**src/rtl/mpu_common_pkg.sv**
```systemverilog
`default_nettype none
// ============================================================================
//  Module   : mpu_common (package)
//  Brief    : Shared MPU sizing, ACT entry layout and deallocator enums.
//  Revision : 1.0
// ============================================================================
package mpu_common;

    localparam int CORE_COUNT       = 4;
    localparam int CORE_ID_WIDTH    = 2;
    localparam int BLOCK_COUNT      = 16;
    localparam int BLOCK_COUNT_BITS = 4;
    localparam int ADDR_WIDTH       = 16;
    localparam int REGION_SHIFT     = 8;

    typedef struct packed {
        logic                        valid;
        logic [CORE_COUNT-1:0]       write_mask;
        logic [CORE_COUNT-1:0]       read_mask;
        logic [CORE_ID_WIDTH-1:0]    owner;
        logic [BLOCK_COUNT_BITS-1:0] res_id;
    } entry_t;

    typedef enum logic [2:0] {
        FREE_NO_ERROR      = 3'd0,
        FREE_INVALID_ADDR  = 3'd1,
        FREE_NOT_ALLOCATED = 3'd2,
        FREE_NOT_OWNER     = 3'd3,
        FREE_NOT_BASE      = 3'd4
    } mfree_error_t;

    typedef enum logic [3:0] {
        IDLE       = 4'd0,
        LOAD_HEAD  = 4'd1,
        CHECK_HEAD = 4'd2,
        LOAD_PREV  = 4'd3,
        CHECK_PREV = 4'd4,
        WIPE       = 4'd5,
        LOAD_NEXT  = 4'd6,
        CHECK_NEXT = 4'd7,
        RELEASE    = 4'd8,
        RESULT     = 4'd9
    } mfree_state_t;

endpackage
`default_nettype wire

```
**src/rtl/mfree.sv**
```systemverilog
`default_nettype none
// ============================================================================
//  Module   : mfree
//  Brief    : MPU deallocation engine; validates a free request against the
//             ACT, wipes the region's entries and returns its reservation id.
//  Revision : 1.0
// ============================================================================
module mfree
    import mpu_common::*;
#(
    parameter int CORE_COUNT       = mpu_common::CORE_COUNT,
    parameter int CORE_ID_WIDTH    = mpu_common::CORE_ID_WIDTH,
    parameter int BLOCK_COUNT      = mpu_common::BLOCK_COUNT,
    parameter int BLOCK_COUNT_BITS = mpu_common::BLOCK_COUNT_BITS,
    parameter int ADDR_WIDTH       = mpu_common::ADDR_WIDTH,
    parameter int REGION_SHIFT     = mpu_common::REGION_SHIFT
) (
    input  logic                        clk,
    input  logic                        rst_n,
    input  logic                        cs,
    input  logic [CORE_ID_WIDTH-1:0]    core_id,
    input  logic [ADDR_WIDTH-1:0]       base_addr,
    input  entry_t                      act_rdata,
    output logic                        act_cs,
    output logic                        act_we,
    output logic [BLOCK_COUNT_BITS-1:0] act_addr,
    output entry_t                      act_wdata,
    output logic [BLOCK_COUNT_BITS-1:0] reservation_id_out,
    output logic                        reservation_enqueue,
    output logic [BLOCK_COUNT_BITS:0]   blocks_freed,
    output logic                        rdy,
    output logic                        bsy,
    output mfree_error_t                err
);

    localparam int                      IDX_W     = ADDR_WIDTH - REGION_SHIFT;
    localparam logic [IDX_W-1:0]        IDX_LIMIT = IDX_W'(BLOCK_COUNT);
    localparam logic [BLOCK_COUNT_BITS:0] CUR_END = (BLOCK_COUNT_BITS+1)'(BLOCK_COUNT);

    // The entry layout is fixed by the package, so the port parameters must agree with it.
    if (CORE_COUNT != mpu_common::CORE_COUNT || CORE_ID_WIDTH != mpu_common::CORE_ID_WIDTH ||
        BLOCK_COUNT_BITS != mpu_common::BLOCK_COUNT_BITS || IDX_W <= BLOCK_COUNT_BITS) begin : g_cfg_check
        $error("mfree: parameters inconsistent with mpu_common");
    end

    mfree_state_t                  state, state_nx;
    logic [CORE_ID_WIDTH-1:0]      core_reg, core_reg_nx;
    logic [BLOCK_COUNT_BITS-1:0]   res_reg, res_reg_nx;
    logic [BLOCK_COUNT_BITS:0]     cur, cur_nx;

    logic                          act_cs_nx, act_we_nx, enq_nx, rdy_nx, bsy_nx;
    logic [BLOCK_COUNT_BITS-1:0]   act_addr_nx, res_out_nx;
    entry_t                        act_wdata_nx;
    logic [BLOCK_COUNT_BITS:0]     freed_nx;
    mfree_error_t                  err_nx;

    logic [IDX_W-1:0]              req_idx;
    logic                          misaligned;
    logic [BLOCK_COUNT_BITS-1:0]   cur_idx;
    logic                          run_ends;
    logic                          unused_mask_bits;

    assign req_idx    = base_addr[ADDR_WIDTH-1:REGION_SHIFT];
    assign misaligned = |base_addr[REGION_SHIFT-1:0];
    assign cur_idx    = cur[BLOCK_COUNT_BITS-1:0];
    // At the table end the read data belongs to a wrapped address and must be ignored.
    assign run_ends   = (cur == CUR_END) || !act_rdata.valid || (act_rdata.res_id != res_reg);
    assign unused_mask_bits = ^{act_rdata.write_mask, act_rdata.read_mask};

    always_ff @(posedge clk) begin
        if (!rst_n) begin
            state               <= IDLE;
            core_reg            <= '0;
            res_reg             <= '0;
            cur                 <= '0;
            act_cs              <= 1'b0;
            act_we              <= 1'b0;
            act_addr            <= '0;
            act_wdata           <= '0;
            reservation_id_out  <= '0;
            reservation_enqueue <= 1'b0;
            blocks_freed        <= '0;
            rdy                 <= 1'b0;
            bsy                 <= 1'b0;
            err                 <= FREE_NO_ERROR;
        end else begin
            state               <= state_nx;
            core_reg            <= core_reg_nx;
            res_reg             <= res_reg_nx;
            cur                 <= cur_nx;
            act_cs              <= act_cs_nx;
            act_we              <= act_we_nx;
            act_addr            <= act_addr_nx;
            act_wdata           <= act_wdata_nx;
            reservation_id_out  <= res_out_nx;
            reservation_enqueue <= enq_nx;
            blocks_freed        <= freed_nx;
            rdy                 <= rdy_nx;
            bsy                 <= bsy_nx;
            err                 <= err_nx;
        end
    end

    always_comb begin
        state_nx     = state;
        core_reg_nx  = core_reg;
        res_reg_nx   = res_reg;
        cur_nx       = cur;
        act_cs_nx    = act_cs;
        act_we_nx    = act_we;
        act_addr_nx  = act_addr;
        act_wdata_nx = act_wdata;
        res_out_nx   = reservation_id_out;
        enq_nx       = reservation_enqueue;
        freed_nx     = blocks_freed;
        rdy_nx       = rdy;
        bsy_nx       = bsy;
        err_nx       = err;

        case (state)
            IDLE: begin
                if (cs) begin
                    core_reg_nx = core_id;
                    if (misaligned || req_idx >= IDX_LIMIT) begin
                        err_nx   = FREE_INVALID_ADDR;
                        rdy_nx   = 1'b1;
                        state_nx = RESULT;
                    end else begin
                        bsy_nx      = 1'b1;
                        act_cs_nx   = 1'b1;
                        act_we_nx   = 1'b0;
                        act_addr_nx = req_idx[BLOCK_COUNT_BITS-1:0];
                        cur_nx      = {1'b0, req_idx[BLOCK_COUNT_BITS-1:0]};
                        state_nx    = LOAD_HEAD;
                    end
                end
            end
            LOAD_HEAD: state_nx = CHECK_HEAD;
            CHECK_HEAD: begin
                if (!act_rdata.valid || act_rdata.owner != core_reg) begin
                    err_nx    = act_rdata.valid ? FREE_NOT_OWNER : FREE_NOT_ALLOCATED;
                    rdy_nx    = 1'b1;
                    act_cs_nx = 1'b0;
                    state_nx  = RESULT;
                end else begin
                    res_reg_nx = act_rdata.res_id;
                    if (cur_idx == '0) begin
                        act_we_nx    = 1'b1;
                        act_addr_nx  = cur_idx;
                        act_wdata_nx = '0;
                        state_nx     = WIPE;
                    end else begin
                        act_addr_nx = cur_idx - 1'b1;
                        state_nx    = LOAD_PREV;
                    end
                end
            end
            LOAD_PREV: state_nx = CHECK_PREV;
            CHECK_PREV: begin
                // A live predecessor with the same id means the address is mid-region.
                if (act_rdata.valid && act_rdata.res_id == res_reg) begin
                    err_nx    = FREE_NOT_BASE;
                    rdy_nx    = 1'b1;
                    act_cs_nx = 1'b0;
                    state_nx  = RESULT;
                end else begin
                    act_we_nx    = 1'b1;
                    act_addr_nx  = cur_idx;
                    act_wdata_nx = '0;
                    state_nx     = WIPE;
                end
            end
            WIPE: begin
                act_we_nx   = 1'b0;
                act_addr_nx = cur_idx + 1'b1;
                cur_nx      = cur + 1'b1;
                freed_nx    = blocks_freed + 1'b1;
                state_nx    = LOAD_NEXT;
            end
            LOAD_NEXT: state_nx = CHECK_NEXT;
            CHECK_NEXT: begin
                if (run_ends) begin
                    act_cs_nx  = 1'b0;
                    enq_nx     = 1'b1;
                    res_out_nx = res_reg;
                    state_nx   = RELEASE;
                end else begin
                    act_we_nx    = 1'b1;
                    act_addr_nx  = cur_idx;
                    act_wdata_nx = '0;
                    state_nx     = WIPE;
                end
            end
            RELEASE: begin
                enq_nx   = 1'b0;
                rdy_nx   = 1'b1;
                state_nx = RESULT;
            end
            RESULT: begin
                rdy_nx    = 1'b0;
                bsy_nx    = 1'b0;
                err_nx    = FREE_NO_ERROR;
                freed_nx  = '0;
                act_cs_nx = 1'b0;
                act_we_nx = 1'b0;
                state_nx  = IDLE;
            end
            default: begin
                state_nx     = IDLE;
                core_reg_nx  = '0;
                res_reg_nx   = '0;
                cur_nx       = '0;
                act_cs_nx    = 1'b0;
                act_we_nx    = 1'b0;
                act_addr_nx  = '0;
                act_wdata_nx = '0;
                res_out_nx   = '0;
                enq_nx       = 1'b0;
                freed_nx     = '0;
                rdy_nx       = 1'b0;
                bsy_nx       = 1'b0;
                err_nx       = FREE_NO_ERROR;
            end
        endcase
    end

endmodule
`default_nettype wire

```
**config.mk**
```make
export PLATFORM = sky130hd
export DESIGN_NAME = mfree
export DESIGN_NICKNAME = d
export VERILOG_FILES = /design/src/rtl/mpu_common_pkg.sv /design/src/rtl/mfree.sv
export SDC_FILE = /design/constraint.sdc
export NUM_CORES = 1
export LEC_CHECK = 0
export ABC_AREA = 1
export BUFFER_PORTS_ARGS = -buffer_cell sky130_fd_sc_hd__buf_2
export CELL_PAD_IN_SITES_DETAIL_PLACEMENT = 1
export CELL_PAD_IN_SITES_GLOBAL_PLACEMENT = 2
export CORE_MARGIN = 4
export CORE_UTILIZATION = 26
export DETAILED_ROUTE_END_ITERATION = 6
export MAX_ROUTING_LAYER = met4
export PLACE_DENSITY_LB_ADDON = 0.08
export SLEW_MARGIN = 20
export SYNTH_ARGS = -nofsm -noshare
export SYNTH_HDL_FRONTEND = slang
export SYNTH_SLANG_ARGS = --single-unit
export TNS_END_PERCENT = 5
```
**constraint.sdc**
```tcl
create_clock -name clk -period 1.9 [get_ports clk]
set_input_delay 0.19 -clock clk [delete_from_list [all_inputs] [get_ports clk]]
set_output_delay 0.19 -clock clk [all_outputs]
set_load 0.05 [all_outputs]
```
Word-level counts from Yosys, hierarchy flattened. Cells that the tools add are included.

Bits in registers: 51. Input port bits: 36. Output and inout port bits: 36. Logic and storage cells: 148.

Add/sub/neg operators: 4. $lt $le $gt $ge: 1. Eq/ne operators: 23. Mux-type cells: 56. Bitwise operators: 12. Reduce and logical (&&, ||, !) cells: 34.

Operators by type and width (count): $mux 15 (4); $pmux 15 s4 (1); $mux 4 (13); $reduce_or 8->1 (5); $pmux 4 s9 (1); $reduce_or 9->1 (3); $pmux 4 s6 (1); $ne 2x2->1 const B (10); $mux 1 (17); $eq 4x3->1 const B (4); $pmux 4 s2 (2); $mux 3 (5); $pmux 1 s5 (3); $pmux 5 s3 (1); $reduce_and 5->1 (3); $reduce_or 5->1 (3); $not 1->1 (12); $pmux 3 s4 (1); $reduce_and 6->1 (2); $add 5x1->5 const B (2); $mux 5 (2); $pmux 5 s2 (1); $eq 4x2->1 const B (2); $eq 4x4->1 const B (2); other kinds (21) (30).

Logic depth before layout (Yosys ltp). Gate-level depths: netlist of run 1.

Word-level depth: 5. Depth in mapped cells: 12. Gate-level depth less buffers: 12.

Worst setup path after synthesis of run 1. OpenSTA, ideal clock, no wires.

Kind: flip-flop to flip-flop. Start: reg cur[0]. End: reg act_addr[0]. Setup time: 0.113 ns. Arrival time: 1.404 ns. Data required time: 1.787 ns. Path slack: 0.383 ns. Stages on the path, launching flop included: 11. Path buffers: 0. Period minus slack after synthesis: 1.517 ns. Path through: dfxtp_1 inv_1 ha_1 nand3_1 nand2_1 inv_1 nand3_1 a21oi_2 nand2_2 nor2_1 nor2_1.

Longest elaborated chain between the ends: 5. Elaborated cells between the ends (all ways): 13. Those cells by class: add/sub: 2; eq/ne: 2; mux: 5; reduce/logical: 4.

Ends and longest elaborated chain: from (decl) (line mfree.sv:49) `logic [BLOCK_COUNT_BITS:0] cur, cur_nx;`; from (signal assigned) (line mfree.sv:90) `cur <= cur_nx;`; parallel branches: the longest is 5 deep, another holds $sub 4x1->4; to (signal assigned) (line mfree.sv:93) `act_addr <= act_addr_nx;`; to (decl) (line mfree.sv:26) `output logic [BLOCK_COUNT_BITS-1:0] act_addr,`.

Several ways; the timed one is not identified. The select of a mux whose other input is x is not followed. A chain may end at the register's enable or synchronous reset.

Worst setup path in the final report of run 1.
Start: reg state[2]. End: reg res_reg[1].

Longest elaborated chain between the ends: 4. Elaborated cells between the ends (all ways): 15. Those cells by class: eq/ne: 10; mux: 1; bitwise: 1; reduce/logical: 3.

Ends and longest elaborated chain: from (decl) (line mfree.sv:46) `mfree_state_t state, state_nx;`; from (signal assigned) (line mfree.sv:87) `state <= state_nx;`; $eq 4x3->1 (tied with other cells) (line mfree.sv:120) `case (state)`; $reduce_or 9->1 (no line); $not 1->1 (no line); $reduce_and 2->1 (no line); to (signal assigned) (line mfree.sv:89) `res_reg <= res_reg_nx;`; to (decl) (line mfree.sv:48) `logic [BLOCK_COUNT_BITS-1:0] res_reg, res_reg_nx;`.

Several ways; a longest one is shown, not always the timed one.

==> metrics, run 1 <==
critical path type=reg -> reg; Gate power share=62.8%; Starting Density=27.13%; Synth Warn #=0; fmax=566.6 MHz; Slew Viols, Final=0; crit-path leading delay family=simple AND/OR/NAND/NOR gates; mean post-synth cell area=6.170 um^2; met1 usage=20.35%; Multi-input gate area=1433 um^2; post-synth top area share=29.88%; Post-DP HPWL=6227 um; PwrDens=1827 nW/um^2; critical path startpoint category=flip-flop; P_sw=2.836 mW; Clock power frac=14.4%; Setup crit end kind=flip-flop; grt met3 use=2.421%; number of synthesized flops with an enable pin=0; Layout area overhead=22.30%; Synth Flop Type=dfxtp_1; Die ar.=10880 um^2; Routed WL=7750 um; average wire per standard cell=13.77 um; outcome=complete, no violations; initial antenna violation count=0; Synth top cells by count=101 x nand2_1, 75 x nor2_1, 47 x inv_1, 36 x dfxtp_1, 22 x a21oi_1; total global routing overflow=0; Ant. Diodes=0; Synth Register Bits=36; clk_lat worst skew=0.30 ns; core area=8891 um^2; cells along the critical path=nor2_4, nand2_1, inv_1, nor2_4, nand3_2, nor3_4, buf_4, buf_4, nor2_1, nor2_1; fraction of layout cells with a size suffix above 1=22.20%; via count=2510; CTS Root Cell=clkbuf_8; internal power=2.553 mW; Tcrit/Tclk final=92.89%; switching share of power=52.63%; Cells after Synth=391; Post-DP Area=2775 um^2; CTS tree=done; maximum vdd drop=728.7 uV; first-pass GRT wire length=12800 um; Required @ worst endpoint=2.14 ns; First DRT Iteration DRCs=86; Final Hold Viols=0; GPL Wtd Cong=0.8190; Post-Layout Inst Area=2950 um^2; Async SR Flop Fraction=0%; most common cell in the synthesized netlist=nand2_1; Critical Path AT=2.00 ns; Largest stage delay, worst path=0.44 ns; Worst-path clk slew=0.08 ns; clk buf depth=2; pin count of the biggest net entering global routing=13; met2 track demand over resource=22.60%; Die Wd=104.3 um; vias in the first global route=2552; Worst Hold Class=in -> reg; port buffer count=48; minimum clock period=1.765 ns; FF/Latch Area=723.2 um^2; Top Usage Layer GRT=met2; max cap viols=0; post-synthesis sequential area ratio=29.88%; Finished Layout Cells=563; TritonCTS Buffers=5; slowest CP cell=dfxtp_1; cell area after synthesis=2412 um^2; Net count, final=493; Yosys cell types=36; Synth area leader=dfxtp_1; final setup vio count=0; CTS H-tree depth=2; LEAKAGE=1.531 nW; Detail Route Antenna Nets=0; via/cell ratio=4.458; Inst Count DP=551; Global Route Usage Sum=14.85%; DIE HEIGHT=104.3 um; TritonRoute pass-1 iters=4; Sequential Power Share=22.8%; RSZ-0062 raised after global routing=true; pre-CTS setup slack=0.08287 ns; Site Rows=34; Largest regs=blocks_freed x5, cur x5; fillers=1177; Buf/Inv on CP=3; clk sink count=36; synth top area cells=dfxtp_1 30%, nand2_1 16%, nor2_1 12%, inv_1 7.3%, buf_4 4.7%; setup ws final=0.1350 ns; # IOs=72; Fin Clk Skew=0.005501 ns; worst-path fanout max=8; DRC viols=0
-- placed cells by master, fill, tap and decap left out, types with 2 or more instances in the layout --
cell type	count
dfxtp_1	34
nand3_1	18
clkbuf_8	7
nor2_1	75
buf_4	12
a21oi_1	21
nand2_1	101
dfxtp_2	2
nor2_4	5
conb_1	15
inv_2	6
o21ai_0	13
a211oi_1	2
o21ai_1	5
nand3_2	4
ha_1	3
nor3_2	3
nor3_1	5
inv_1	47
nand4_1	5
nand2_2	4
nor2_2	3
xor2_1	3
buf_2	48
-- routing by layer --
layer | share of wire (%) | up-vias
met3 | 4.0 | 7
met5 | 0 | -
met2 | 43 | 54
li1 | - | 1312
met4 | 1.1 | 0
met1 | 52 | 1137
-- stage by stage --
stage / total power, mW / setup TNS, ns / hold slack, ns / util [%]
final: 5.389 / 0 / 0.1624 / 33.18
after detailed placement: 4.537 / 0 / 0.4503 / 31.21
after global routing: 5.926 / -0.02140 / 0.1747 / 33.18
after CTS: 5.337 / 0 / 0.1492 / 32.63
after floorplan: 3.668 / 0 / 0.3500 / -
after global placement: 4.491 / 0 / 0.4314 / 31.21
-- power groups by stage --
stage	Combinational [mW]	Clock, mW	Sequential [mW]
floorplan	2.00	0	1.67
global placement	3.26	0	1.24
detailed placement	3.29	0	1.24
CTS	3.31	0.802	1.23
global route	3.83	0.825	1.27
finish	3.39	0.776	1.23
-- worst register-to-register path, cell delays in order (launching register included) --
cell and delay [ns]:
dfxtp_1 0.44, nor2_4 0.10, nand2_1 0.12, inv_1 0.09, nor2_4 0.15, nand3_2 0.19, nor3_4 0.22, buf_4 0.18
buf_4 0.11, nor2_1 0.03, nor2_1 0.09
-- kinds of logic (layout without fill, tap and decap cells) --
kind of cell,count (synthesis),after routing,share of synthesized area [%]
xor+xnor,4,4,1.453
simple gates,230,230,43.41
compound gates,45,45,9.958
other cells,1,15,0.1555
fa+ha+maj,3,3,1.556
flops,36,36,29.88
buf+inv,72,122,13.59
-- cell type report --
class / count / area share, %
Clock inverter: 1 / 1.018
Clock buffer: 7 / 3.265
Inverter: 54 / 6.870
Multi-Input combinational cell: 297 / 48.56
Timing Repair Buffer: 60 / 11.20
Tap cell: 108 / 4.580
Sequential cell: 36 / 24.51
-- repair_timing --
item                       in CTS  in global routing
setup endpoints to repair       0                 22
gates resized for setup         0                  5
hold buffers                    0                  0
hold endpoints to repair        0                  0
setup buffers                   0                  4
-- path summary, 6_finish.rpt --
check	to	startpoint	slack [ns]	cells after the start
min	core_reg[0]$_SDFFE_PN0P_	core_id[0]	0.16	3
max	res_reg[1]$_SDFFE_PN0P_	state[2]$_SDFFE_PN0N_	0.14	10
max reg2reg	res_reg[1]$_SDFFE_PN0P_	state[2]$_SDFFE_PN0N_	0.14	10
min reg2reg	rdy$_SDFFE_PN0P_	rdy$_SDFFE_PN0P_	0.46	2
Power figures use the tool's default switching activity.
==> run 2: changes to the inputs <==
- RECOVER_POWER: not set -> 50
==> run 2 against run 1 <==
Against the previous run:
- sequential power barely moved
- core utilization decreased by 0.30 points
- register-to-register slack barely moved
- clock power is essentially flat
- non-clock buffer count unchanged
- sequential cell count stayed put
- routed wire length increased by 0.12%
- final area is 0.89% lower
- setup slack worse by 0.0055 ns
- via count is 0.32% higher
- largest power group unchanged
- clock skew hardly changed
- fmax shrank 0.31%
==> metrics, run 2 (same netlist as run 1, synthesis figures left out) <==
maximum vdd drop=708.5 uV (-2.8%); Worst Max-Slew Pin Slew=0.6042 ns; r2r setup slk=0.13 ns (about the same); Die Wd=104.3 um (unchanged); port buffer count=48 (unchanged); Post-Layout Inst Area=2924 um^2 (-0.89%); Hold EP=core_reg[0]$_SDFFE_PN0P_; CTS Root Cell=clkbuf_8; Detail Route Antenna Nets=0 (unchanged); clk sink count=36 (unchanged); Global Route Usage Sum=14.85% (unchanged); max_slew headroom=59.89%; Starting Density=27.13% (unchanged); worst-path fanout max=8 (unchanged); Hold Buf Count CTS=0 (unchanged); clk buf depth=2 (unchanged); CTS tree=done; via/cell ratio=4.472 (+0.32%); critical path type=reg -> reg; Setup crit end kind=flip-flop; Slew Viols, Final=0 (unchanged); Layout area overhead=21.21%; Final Hold Viols=0 (unchanged); minimum clock period=1.770 ns (+0.005457 ns); Die ar.=10880 um^2 (unchanged); Worst-path clk slew=0.08 ns (about the same); WHS Path Cells=3 (unchanged); CTS H-tree depth=2 (unchanged); Critical Path AT=2.01 ns (about the same); Reg2Reg Depth=10 (unchanged); Required @ worst endpoint=2.14 ns (about the same); pin count of the biggest net entering global routing=13 (unchanged); Site Rows=34 (unchanged); Net count, final=493 (unchanged); Fin Clk Skew=0.005399 ns (-0.0001019 ns); critical path startpoint category=flip-flop; clk_lat worst skew=0.29 ns (about the same); initial antenna violation count=0 (unchanged); fraction of layout cells with a size suffix above 1=17.58% (-4.6 points); Worst Hold Class=in -> reg; final setup vio count=0 (unchanged); core area=8891 um^2 (unchanged); total power=5.349 mW (-0.75%); Post-DP HPWL=6227 um (unchanged); total global routing overflow=0 (unchanged); PwrDens=1829 nW/um^2 (+0.14%); # IOs=72 (unchanged); Tcrit/Tclk final=93.18% (+0.29 points); First DRT Iteration DRCs=89 (+3.5%); most common cell after layout, fill and taps aside=nand2_1; DRC viols=0 (unchanged); LEAKAGE=1.446 nW (-5.6%); first-pass GRT wire length=12800 um (unchanged); Largest regs=blocks_freed x5, cur x5; Ant. Diodes=0 (unchanged); vias in the first global route=2552 (unchanged); outcome=complete, no violations; commonest non-fill, non-tap cells in the layout=101 x nand2_1, 75 x nor2_1, 47 x inv_1; hold path startpoint=core_id[0]; average wire per standard cell=13.78 um (+0.12%); worst r2r src=state[2]$_SDFFE_PN0N_; Routed WL=7759 um (+0.12%); TritonCTS Buffers=5 (unchanged); DIE HEIGHT=104.3 um (unchanged); max cap viols=0 (unchanged); Reg-to-Reg End=res_reg[1]$_SDFFE_PN0P_; fmax=564.8 MHz (-0.31%); GPL Wtd Cong=0.8190 (unchanged); Post-DP Area=2775 um^2 (unchanged); RSZ-0062 raised after global routing=true; via count=2518 (+0.32%); TritonRoute pass-1 iters=4 (unchanged)
[run 2: cell types whose count changed in the layout (fill, tap and decap cells not counted)]
cell      previous run  this run
buf_2               48        27
clkbuf_1             0        21
[run 2: repair_timing]
| action | 4_1_cts | 5_1_grt |
|---|---|---|
| gates resized for setup | 0 | 5 |
| buffers inserted | 0 | 4 |
| setup endpoints to repair | 0 | 22 |
[run 2: stage by stage]
stage,setup slack [ns],utilization [%],cells,setup TNS (ns),hold WS [ns]
global route,-0.009632,32.89,563,-0.02140,0.1747
CTS,0.06883,32.63,559,0,0.1492
global placement,0.1185,31.21,551,0,0.4314
floorplan,0.3828,-,405,0,0.3500
detailed placement,0.08287,31.21,551,0,0.4503
finish,0.1296,32.89,563,0,0.1625
[run 2: routing by layer]
metal | track usage, % | share of wire [%]
met1 | 20.35 | 51
met4 | 4.084 | 1.1
met5 | - | 0
met3 | 2.421 | 4.1
met2 | 22.60 | 43
[run 2: worst max-delay path: stages (launching register included)]
cell     delay (ns)
dfxtp_1        0.44
nor2_4         0.10
nand2_1        0.12
inv_1          0.09
nor2_4         0.15
nand3_2        0.19
nor3_4         0.22
buf_4          0.18
buf_4          0.11
nor2_1         0.03
nor2_1         0.09
[run 2: how the worst max path moves through the flow]
stage / start / endpoint / slack (ns) / cells past startpoint
global route: state[0]$_SDFFE_PN0N_ / act_addr[0]$_SDFFE_PN0P_ / -0.01 / 12
floorplan: cur[0]$_SDFFE_PN0P_ / act_addr[0]$_SDFFE_PN0P_ / 0.38 / 10
finish: state[2]$_SDFFE_PN0N_ / res_reg[1]$_SDFFE_PN0P_ / 0.13 / 10
CTS: cur[0]$_SDFFE_PN0P_ / act_addr[3]$_SDFFE_PN0P_ / 0.07 / 10
detailed placement: cur[0]$_SDFFE_PN0P_ / act_addr[3]$_SDFFE_PN0P_ / 0.08 / 10
global placement: cur[0]$_SDFFE_PN0P_ / act_addr[0]$_SDFFE_PN0P_ / 0.12 / 10
[run 2: final cells by class]
type	instances	area (um^2)
fill	1185	5967
multi-input combinational	297	1433
sequential	36	723.2
timing repair buffer	60	304.0
inverter	54	202.7
tap	108	135.1
clock buffer	7	96.34
clock inverter	1	30.03
[run 2: report_power, final]
part           internal, mW  total, mW  switching (mW)
clock network         0.464      0.776           0.312
registers              1.03       1.23           0.205
logic                  1.02       3.34            2.32
total                  2.51       5.35            2.83
==> run 3: changes to the inputs <==
- PLACE_DENSITY: not set -> 0.87
- PLACE_DENSITY_LB_ADDON: 0.08 -> not set
==> run 3 against run 2 <==
Against the previous run:
- hold slack gained 0.0074 ns
- sequential power is essentially flat
- clock power shrank 31%
- fmax grew 1.9%
- core utilization shrank 1.1 points
- clock-buffer cell count shrank 1
- critical path depth shrank 1
- setup slack gained 0.033 ns
- sequential cell count is the same
- via count shrank 0.79%
- critical path type unchanged
- critical endpoint is now res_reg[3]$_SDFFE_PN0P_
- largest cell class unchanged
- highest routed layer unchanged
==> metrics, run 3 (same netlist as run 1, synthesis figures left out) <==
clk buf depth=2 (unchanged); Worst-path clk slew=0.08 ns (about the same); Post-Layout Inst Area=2823 um^2 (-3.5%); CTS H-tree depth=2 (unchanged); first-pass GRT wire length=12550 um (-1.9%); Largest stage delay, worst path=0.45 ns (about the same); DRC viols=0 (unchanged); final setup vio count=0 (unchanged); Starting Density=27.13% (unchanged); maximum vdd drop=576.2 uV (-19%); vias in the first global route=2670 (+4.6%); max cap viols=0 (unchanged); fraction of layout cells with a size suffix above 1=15.85% (-1.7 points); CTS Root Cell=clkbuf_8; Site Rows=34 (unchanged); clk_lat worst skew=0.29 ns (about the same); WHS=0.1699 ns (+0.007389 ns); worst-path fanout max=8 (unchanged); via/cell ratio=4.493 (+0.45%); Buf/Inv on CP=1 (-2); most common cell after layout, fill and taps aside=nand2_1; Largest regs=blocks_freed x5, cur x5; CTS tree=done; crit path from=state[2]$_SDFFE_PN0N_; Worst Hold Class=in -> reg; commonest non-fill, non-tap cells in the layout=101 x nand2_1, 75 x nor2_1, 47 x inv_1; hold path startpoint=core_id[0]; Post-DP HPWL=6015 um (-3.4%); Global Route Usage Sum=14.38% (-0.47 points); FF/Latch Area=723.2 um^2 (unchanged); Routed WL=7405 um (-4.6%); GPL Wtd Cong=0.8297 (+1.3%); Multi-input gate area=1425 um^2 (-0.52%); PwrDens=1742 nW/um^2 (-4.8%); fmax=575.7 MHz (+1.9%); cells along the critical path=nor2_4, nand2_1, inv_1, nor2_4, nand3_2, nor3_4, o21ai_0, nand2_1, nor2_1; max_slew headroom=59.49% (-0.40 points); RSZ-0062 raised after global routing=true; Net count, final=487 (-1.2%); average wire per standard cell=13.32 um (-3.4%); total power=4.917 mW (-8.1%); Critical Path AT=1.92 ns (-0.09 ns); Worst Max-Slew Pin Slew=0.6103 ns (+0.006101 ns); crit-path leading delay family=simple AND/OR/NAND/NOR gates; Fin Clk Skew=0.006930 ns (+0.001531 ns); Final Hold Viols=0 (unchanged); minimum clock period=1.737 ns (-0.03338 ns); port buffer count=48 (unchanged); slowest CP cell=dfxtp_1; Ant. Diodes=0 (unchanged); Detail Route Antenna Nets=0 (unchanged); post-CTS setup buffer count=0 (unchanged); total global routing overflow=0 (unchanged); # IOs=72 (unchanged); core area=8891 um^2 (unchanged); Layout area overhead=17.01%; TritonRoute pass-1 iters=4 (unchanged); outcome=complete, no violations; Post-DP Area=2760 um^2 (-0.54%); Tcrit/Tclk final=91.42% (-1.8 points); Die Wd=104.3 um (unchanged); DIE HEIGHT=104.3 um (unchanged); Post-CTS Resized=0 (unchanged); via count=2498 (-0.79%); Hold Buf Count CTS=0 (unchanged); Setup crit end kind=flip-flop; critical path type=reg -> reg; Required @ worst endpoint=2.08 ns (-0.06 ns); initial antenna violation count=0 (unchanged); First DRT Iteration DRCs=55 (-38%); LEAKAGE=1.390 nW (-3.9%); critical path startpoint category=flip-flop; Die ar.=10880 um^2 (unchanged); pin count of the biggest net entering global routing=15 (+2); Slew Viols, Final=0 (unchanged); fillers=1216 (+2.6%); worst r2r src=state[2]$_SDFFE_PN0N_; clk sink count=36 (unchanged); TritonCTS Buffers=5 (unchanged)
run 3: routing by layer:
metal	wire, um	up-vias	GRT usage, %
li1	-	1302	-
met2	3613	35	25.23
met1	3515	1155	17.43
met3	230	6	2.545
met5	0	-	-
met4	44	0	2.469
run 3: worst register-to-register path: stages, from the launching register on:
cell     delay [ns]
dfxtp_1        0.45
nor2_4         0.10
nand2_1        0.11
inv_1          0.10
nor2_4         0.14
nand3_2        0.15
nor3_4         0.32
o21ai_0        0.15
nand2_1        0.08
nor2_1         0.04
run 3: final timing paths:
check	to	slack, ns	cells past startpoint
worst max-delay path	res_reg[3]$_SDFFE_PN0P_	0.16	9
worst min-delay path	core_reg[0]$_SDFFE_PN0P_	0.17	3
worst max register to register	res_reg[3]$_SDFFE_PN0P_	0.16	9
worst min register to register	rdy$_SDFFE_PN0P_	0.45	2
run 3: layout make-up:
class / count / share of cell area [%]
timing repair buffer: 54 / 9.176
clock buffer: 6 / 2.571
inverter: 54 / 7.181
multi-input combinational: 297 / 50.49
clock inverter: 1 / 0.1773
sequential: 36 / 25.62
tap: 108 / 4.787
run 3: metrics by stage:
| step | instances | util [%] | setup WS [ns] | setup TNS (ns) |
|---|---|---|---|---|
| 2_1_floorplan | 405 | - | 0.3828 | 0 |
| 3_3_place_gp | 549 | 31.04 | 0.1649 | 0 |
| 3_5_place_dp | 549 | 31.04 | 0.1202 | 0 |
| 4_1_cts | 556 | 31.92 | 0.1045 | 0 |
| 5_1_grt | 556 | 31.75 | -0.04639 | -0.07533 |
| 6_report | 556 | 31.75 | 0.1630 | 0 |
run 3: power by group:
part           internal [mW]  switching, mW
sequential              1.03          0.199
clock                  0.250          0.282
combinational          0.895           2.27
